## src/rtl/pll_reconfig_ctrl_if.sv

```systemverilog
// rtl/pll_reconfig_ctrl_if.sv - profile-change request handshake between requester and pll_reconfig_ctrl
interface pll_reconfig_ctrl_if;
    logic       req_valid;
    logic [1:0] req_profile;
    logic       req_ready;

    modport master (output req_valid, output req_profile, input req_ready);
    modport slave  (input req_valid, input req_profile, output req_ready);
endinterface

```

## src/rtl/pll_reconfig_ctrl.sv

```systemverilog
// rtl/pll_reconfig_ctrl.sv - rPLL profile reconfiguration and lock supervision FSM; PLL_LOCK_WATCH_EN enables loss-of-lock handling in RUN
module pll_reconfig_ctrl #(
    parameter int RST_CYCLES    = 16,
    parameter int LOCK_TIMEOUT  = 27000,
    parameter int STABLE_CYCLES = 256,
    parameter int MAX_RETRY     = 3,
    parameter int INIT_PROFILE  = 0
) (
    input  logic                clk,
    input  logic                resetn,
    pll_reconfig_ctrl_if.slave  req,
    input  logic                pll_lock,
    output logic                pll_reset,
    output logic [5:0]          pll_idsel,
    output logic [5:0]          pll_fbdsel,
    output logic [5:0]          pll_odsel,
    output logic                dom_resetn,
    output logic [1:0]          cur_profile,
    output logic                busy,
    output logic                err
);

    localparam int RC_W = $clog2(RST_CYCLES + 2);
    localparam int TO_W = $clog2(LOCK_TIMEOUT + 2);
    localparam int SC_W = $clog2(STABLE_CYCLES + 2);
    localparam int RT_W = $clog2(MAX_RETRY + 2);
    localparam logic [1:0] INIT_P = 2'(INIT_PROFILE);

    // Returns {idsel, fbdsel, odsel}; odsel is 64 - ODIV/2, taken modulo 64 from the halved divider.
    function automatic logic [17:0] sel_codes(input logic [1:0] p);
        logic [5:0] idiv;
        logic [5:0] fbdiv;
        logic [5:0] ohalf;
        idiv  = 6'd0;
        fbdiv = 6'd2;
        ohalf = 6'd4;
        case (p)
            2'd0:    begin idiv = 6'd0; fbdiv = 6'd2;  ohalf = 6'd4;  end
            2'd1:    begin idiv = 6'd8; fbdiv = 6'd16; ohalf = 6'd4;  end
            2'd2:    begin idiv = 6'd3; fbdiv = 6'd10; ohalf = 6'd4;  end
            default: begin idiv = 6'd7; fbdiv = 6'd2;  ohalf = 6'd24; end
        endcase
        return {~idiv, ~fbdiv, 6'd0 - ohalf};
    endfunction

    localparam logic [17:0] INIT_CODES = sel_codes(INIT_P);

    typedef enum logic [2:0] {
        S_APPLY, S_RST_HOLD, S_WAIT_LOCK, S_STABLE, S_RUN, S_FAIL
    } state_t;

    state_t          state;
    logic [1:0]      target;
    logic [1:0]      lock_sync;
    logic [RC_W-1:0] rst_cnt;
    logic [TO_W-1:0] to_cnt;
    logic [SC_W-1:0] stab_cnt;
    logic [RT_W-1:0] retries;
    logic            lock_s;

    assign lock_s = lock_sync[1];

    always_ff @(posedge clk or negedge resetn) begin
        if (!resetn) begin
            state         <= S_APPLY;
            target        <= INIT_P;
            cur_profile   <= INIT_P;
            {pll_idsel, pll_fbdsel, pll_odsel} <= INIT_CODES;
            pll_reset     <= 1'b1;
            dom_resetn    <= 1'b0;
            busy          <= 1'b1;
            err           <= 1'b0;
            req.req_ready <= 1'b0;
            rst_cnt       <= '0;
            to_cnt        <= '0;
            stab_cnt      <= '0;
            retries       <= '0;
            lock_sync     <= '0;
        end else begin
            lock_sync <= {lock_sync[0], pll_lock};
            case (state)
                S_APPLY: begin
                    {pll_idsel, pll_fbdsel, pll_odsel} <= sel_codes(target);
                    cur_profile <= target;
                    pll_reset   <= 1'b1;
                    dom_resetn  <= 1'b0;
                    rst_cnt     <= '0;
                    state       <= S_RST_HOLD;
                end
                S_RST_HOLD: begin
                    if (rst_cnt == RC_W'(RST_CYCLES - 1)) begin
                        pll_reset <= 1'b0;
                        to_cnt    <= '0;
                        state     <= S_WAIT_LOCK;
                    end else begin
                        rst_cnt <= rst_cnt + RC_W'(1);
                    end
                end
                S_WAIT_LOCK: begin
                    if (lock_s) begin
                        if (STABLE_CYCLES <= 1) begin
                            state         <= S_RUN;
                            dom_resetn    <= 1'b1;
                            busy          <= 1'b0;
                            req.req_ready <= 1'b1;
                            retries       <= '0;
                        end else begin
                            stab_cnt <= SC_W'(1);
                            state    <= S_STABLE;
                        end
                    end else if (to_cnt == TO_W'(LOCK_TIMEOUT - 1)) begin
                        pll_reset <= 1'b1;
                        if (retries < RT_W'(MAX_RETRY)) begin
                            retries <= retries + RT_W'(1);
                            state   <= S_APPLY;
                        end else begin
                            state         <= S_FAIL;
                            busy          <= 1'b0;
                            err           <= 1'b1;
                            req.req_ready <= 1'b1;
                        end
                    end else begin
                        to_cnt <= to_cnt + TO_W'(1);
                    end
                end
                S_STABLE: begin
                    // Timeout counter is frozen here so a lock glitch resumes the same budget.
                    if (!lock_s) begin
                        state <= S_WAIT_LOCK;
                    end else if (stab_cnt == SC_W'(STABLE_CYCLES - 1)) begin
                        state         <= S_RUN;
                        dom_resetn    <= 1'b1;
                        busy          <= 1'b0;
                        req.req_ready <= 1'b1;
                        retries       <= '0;
                    end else begin
                        stab_cnt <= stab_cnt + SC_W'(1);
                    end
                end
                S_RUN, S_FAIL: begin
                    if (req.req_valid && req.req_ready) begin
                        target        <= req.req_profile;
                        retries       <= '0;
                        state         <= S_APPLY;
                        pll_reset     <= 1'b1;
                        dom_resetn    <= 1'b0;
                        busy          <= 1'b1;
                        err           <= 1'b0;
                        req.req_ready <= 1'b0;
                    end
`ifdef PLL_LOCK_WATCH_EN
                    else if (state == S_RUN && !lock_s) begin
                        state         <= S_WAIT_LOCK;
                        dom_resetn    <= 1'b0;
                        to_cnt        <= '0;
                        busy          <= 1'b1;
                        req.req_ready <= 1'b0;
                    end
`endif
                end
                default: begin
                    state <= S_APPLY;
                end
            endcase
        end
    end

endmodule

```

## src/flat_wrapper.sv

```systemverilog
// flat-port wrapper written by rule: the top's interface ports become plain ports
module pll_reconfig_ctrl_flat 
#(
    parameter int RST_CYCLES    = 16,
    parameter int LOCK_TIMEOUT  = 27000,
    parameter int STABLE_CYCLES = 256,
    parameter int MAX_RETRY     = 3,
    parameter int INIT_PROFILE  = 0
)
  (clk, resetn, pll_lock, pll_reset, pll_idsel, pll_fbdsel, pll_odsel, dom_resetn, cur_profile, busy, err, req_req_valid, req_req_profile, req_req_ready);
  pll_reconfig_ctrl_if req_i ();
  input  logic clk;
  input  logic resetn;
  input  logic pll_lock;
  output logic pll_reset;
  output logic [5:0] pll_idsel;
  output logic [5:0] pll_fbdsel;
  output logic [5:0] pll_odsel;
  output logic dom_resetn;
  output logic [1:0] cur_profile;
  output logic busy;
  output logic err;
  input wire logic [$bits(req_i.req_valid)-1:0] req_req_valid;
  input wire logic [$bits(req_i.req_profile)-1:0] req_req_profile;
  output wire logic [$bits(req_i.req_ready)-1:0] req_req_ready;
  assign req_i.req_valid = req_req_valid;
  assign req_i.req_profile = req_req_profile;
  assign req_req_ready = req_i.req_ready;
  pll_reconfig_ctrl #(.RST_CYCLES(RST_CYCLES), .LOCK_TIMEOUT(LOCK_TIMEOUT), .STABLE_CYCLES(STABLE_CYCLES), .MAX_RETRY(MAX_RETRY), .INIT_PROFILE(INIT_PROFILE)) u_core (.clk(clk), .resetn(resetn), .req(req_i), .pll_lock(pll_lock), .pll_reset(pll_reset), .pll_idsel(pll_idsel), .pll_fbdsel(pll_fbdsel), .pll_odsel(pll_odsel), .dom_resetn(dom_resetn), .cur_profile(cur_profile), .busy(busy), .err(err));
endmodule
```

## config.mk

```make
export PLATFORM = sky130hd
export DESIGN_NAME = pll_reconfig_ctrl_flat
export DESIGN_NICKNAME = d
export VERILOG_FILES = /design/src/rtl/pll_reconfig_ctrl_if.sv /design/src/rtl/pll_reconfig_ctrl.sv /design/src/flat_wrapper.sv
export SDC_FILE = /design/constraint.sdc
export NUM_CORES = 1
export LEC_CHECK = 0
export ABC_AREA = 1
export CAP_MARGIN = 10
export CORE_AREA = 2 2 61 106
export CTS_CLUSTER_SIZE = 25
export DETAILED_ROUTE_END_ITERATION = 10
export DIE_AREA = 0 0 63 108
export DONT_BUFFER_PORTS = 1
export HOLD_SLACK_MARGIN = 0.1
export PLACE_DENSITY = 0.6
export SYNTH_ARGS = -nofsm -noshare
export SYNTH_HDL_FRONTEND = slang
export SYNTH_SLANG_ARGS = --single-unit
```

## constraint.sdc

```tcl
create_clock -name clk -period 2.44 [get_ports clk]
set_input_delay 0.366 -clock clk [delete_from_list [all_inputs] [get_ports clk]]
set_output_delay 0.366 -clock clk [all_outputs]
set_load 0.05 [all_outputs]
```

==> impl_metrics.tcl <==
set metrics [dict create \
    power.share.clock 0.173 \
    portion_of_the_clock_cycle_consumed_by_the_worst_path_in_the_final_layout 0.828 \
    layout_cell_share_with_drive_strength_beyond_1 0.0769 \
    clk-insertion-delay-late_ns 0.30 \
    pwr_density_cell_nw_per_um2 1150 \
    critPathBufInv 2 \
    antenna-diode-count 0 \
    grt_first_pass_wirelength_mm 10.2 \
    worst_setup_path_start_kind "flip-flop" \
    comb_power_share 0.347 \
    io_buffer_count 0 \
    chipHeight_microns 108 \
    worst-path-max-fanout 8 \
    final_nets 388 \
    vdd_ir_drop_max_mv 0.717 \
    yosysUniqueCellTypes 32 \
    area.growth.synth_to_final_pct 5.54 \
    leading_cell_types_in_the_layout_fill_and_taps_excluded "sky130_fd_sc_hd__nand2_1, sky130_fd_sc_hd__nor2_1, sky130_fd_sc_hd__dfrtp_1" \
    worst_ep_required_time_ns 2.63 \
    postSynth.topFlopCell "sky130_fd_sc_hd__dfrtp_1" \
    grt_usage 0.188 \
    wire_per_inst_microns 13.2 \
    gp_congestion 0.864 \
    crit_family "simple AND/OR/NAND/NOR gates" \
    detailedRoute.firstPassIterationCount 4 \
    seq_power_share 0.481 \
    fill_cells 603 \
    core-area_sq_um 5880 \
    synth.avg_cell_area_sq_um 7.61 \
    cp_common_cell "sky130_fd_sc_hd__nor2_1" \
    clock_buffers_created_by_tritoncts 5 \
    power.share.switching 0.489 \
    cp_slowest_cell "sky130_fd_sc_hd__dfrtp_1" \
    route.antenna.remaining_nets 0 \
    route.detailed.vias_per_inst 5.22 \
    detail_route.iter0.violations 86 \
    synth-async-reset-ratio 1.00 \
    fmaxAchievable_mhz 495 \
    transition_at_the_pin_with_the_smallest_max_transition_slack_ns 0.759 \
    grt_pass1_vias 2308 \
    cap_viol_max_count 0 \
    cell_internal_pwr_mw 1.79 \
    fin_crit_ns 2.02 \
    total_switching_power_mw 1.71 \
    run_status "completed" \
    clock_sinks 51 \
    ios 31 \
    layout_commonest_cell "sky130_fd_sc_hd__nand2_1" \
    crit_path_end_kind "flip-flop" \
    syn_area_sq_um 2870 \
    placedCellCount 444 \
    worst_path_largest_cell_delay_ns 0.38 \
    synth.ff_latch_count 51 \
    initial_utilization 0.488 \
    floorplan.die_area_sq_um 6800 \
    final-instance-count-excl-fill 455 \
    cts.clk_slew.worst_paths_ns 0.09 \
    fin_tns_setup_ns 0 \
    root_buffer_cell "sky130_fd_sc_hd__clkbuf_8" \
    slew-limit-headroom 0.494 \
    fp.dieW_microns 63 \
    critical_path_type "reg -> reg" \
    rows 37 \
    placement.setup.worst_slack_ns 0.444 \
    post_cts_resize_count 0 \
    synth_edf_count 0 \
    finalHoldViolCount 0 \
    antenna_found_initial 0 \
    postLayoutSetupSlackWorst_ns 0.420 \
    grt_max_degree 52 \
    finalWirelength_mm 5.99 \
    place.detailed.hpwl_mm 4.52 \
    timing.final.setup_violations 0 \
    postSynthCellCount 377 \
    worstHoldPathType "in -> reg" \
    cts_tree "done" \
    vias 2374 \
    clock_path_buffers 2 \
    critical_path.cell_chain "ha_1, inv_1, nor2_1, nand4_1, nor2_1, ha_1, inv_1, o211ai_2, nor3_1, o21ai_0, nor2_1" \
    ys_seq_area_frac 0.447 \
    gr-total-overflow 0 \
    final_max_slew_viol_count 0 \
    p_leak_nw 1.43 \
    cts_htree_levels 2 \
    rsz0062_at_grt "false" \
    arrival_time_of_the_worst_setup_path_ns 2.21 \
    drc_viols 0 \
    worst_clock_skew_ns 0.00733 \
    yosys_warnings 0 \
]
[what timing repair did]
item | in CTS | in global routing
buffers inserted | 0 | 0
hold buffers | 3 | 0
hold endpoints to repair | 52 | 0
[logic make-up (layout without fill, tap and decap cells)]
logic type | after synthesis | after routing | share of synthesized area
and+or+nand+nor | 213 | 213 | 0.321
buffers and inverters | 57 | 50 | 0.0989
AOI/OAI and AO/OA | 40 | 40 | 0.0793
DFF | 51 | 51 | 0.447
xor gates and xnor gates | 8 | 8 | 0.0244
other | 2 | 9 | 0.00262
adders and majority gates | 6 | 6 | 0.0262
[per-layer routing]
layer	global-route usage	wire length, microns	vias to the layer above	share of wire
met1	0.198	2370	1106	0.40
met3	0.0291	181	18	0.030
met5	0	0	-	0
met4	0.0968	200	0	0.033
met2	0.354	3240	55	0.54
li1	-	-	1195	-
[power groups by stage]
| stage | clock network [mW] | registers [mW] | logic (mW) |
|---|---|---|---|
| 2_1_floorplan | 0 | 1.55 | 1.15 |
| 3_3_place_gp | 0 | 1.70 | 1.18 |
| 3_5_place_dp | 0 | 1.70 | 1.20 |
| 4_1_cts | 0.624 | 1.68 | 1.23 |
| 5_1_grt | 0.655 | 1.71 | 1.39 |
| 6_report | 0.603 | 1.68 | 1.21 |
[stage by stage]
| step | area [sq um] | utilization | power [mW] | hold slack (ns) |
|---|---|---|---|---|
| finish | 3030 | 0.515 | 3.49 | 0.225 |
| CTS | 3030 | 0.515 | 3.53 | 0.216 |
| global placement | 2860 | 0.487 | 2.88 | 0.0721 |
| global route | 3030 | 0.515 | 3.76 | 0.216 |
| detailed placement | 2860 | 0.487 | 2.89 | 0.0720 |
| floorplan | 2900 | - | 2.70 | 0.0704 |
[cell usage after synthesis (2+ instances only)]
master / instances / area, sq um
sky130_fd_sc_hd__or2_2: 2 / 12.5
sky130_fd_sc_hd__nand4_1: 17 / 106
sky130_fd_sc_hd__nor2_1: 48 / 180
sky130_fd_sc_hd__xor2_1: 6 / 52.6
sky130_fd_sc_hd__inv_2: 3 / 11.3
sky130_fd_sc_hd__buf_4: 13 / 97.6
sky130_fd_sc_hd__o31ai_1: 3 / 22.5
sky130_fd_sc_hd__o21bai_1: 2 / 15.0
sky130_fd_sc_hd__buf_2: 4 / 20.0
sky130_fd_sc_hd__conb_1: 2 / 7.51
sky130_fd_sc_hd__and2_1: 2 / 12.5
sky130_fd_sc_hd__and3_1: 2 / 12.5
sky130_fd_sc_hd__ha_1: 6 / 75.1
sky130_fd_sc_hd__inv_1: 34 / 128
sky130_fd_sc_hd__dfrtp_1: 45 / 1130
sky130_fd_sc_hd__a21oi_1: 9 / 45.0
sky130_fd_sc_hd__nand2_1: 104 / 390
sky130_fd_sc_hd__nand3_1: 27 / 135
sky130_fd_sc_hd__dfstp_2: 6 / 158
sky130_fd_sc_hd__o21ai_1: 7 / 35.0
sky130_fd_sc_hd__nor3_1: 5 / 25.0
sky130_fd_sc_hd__nand2_2: 2 / 12.5
sky130_fd_sc_hd__o21ai_0: 17 / 85.1
sky130_fd_sc_hd__buf_6: 2 / 22.5
sky130_fd_sc_hd__xnor2_1: 2 / 17.5
[final cells by class]
type	count	area [sq um]	share of cell area
clock buffer	6	82.6	0.0273
clock inverter	2	35.0	0.0116
timing repair buffer	5	62.6	0.0207
sequential	51	1280	0.424
inverter	37	139	0.0458
tap	78	97.6	0.0322
multi-input combinational	276	1330	0.439
[worst paths after layout]
path | from | endpoint | slack, ns | cells past startpoint
max | u_core.stab_cnt[0] | u_core.stab_cnt[4] | 0.42 | 11
min in group asynchronous | resetn | u_core.to_cnt[14] | 0.56 | 2
max reg2reg | u_core.stab_cnt[0] | u_core.stab_cnt[4] | 0.42 | 11
min reg2reg | u_core.lock_sync[0] | u_core.lock_sync[1] | 0.36 | 0
min | req_req_profile[0] | u_core.target[0] | 0.22 | 2
max in group asynchronous | resetn | u_core.pll_reset | 1.58 | 2
[flip-flops by register name, summed over array words and instances, names as in the netlist]
register,count
u_core.busy,1
u_core.cur_profile,2
u_core.target,2
u_core.pll_idsel,3
u_core.dom_resetn,1
u_core.pll_reset,1
u_core.to_cnt,15
u_core.lock_sync,2
u_core.pll_fbdsel,2
u_core.retries,3
u_core.state,3
u_core.req.req_ready,1
u_core.stab_cnt,9
u_core.err,1
u_core.rst_cnt,5
No activity file was read; power rests on OpenSTA's default activity.
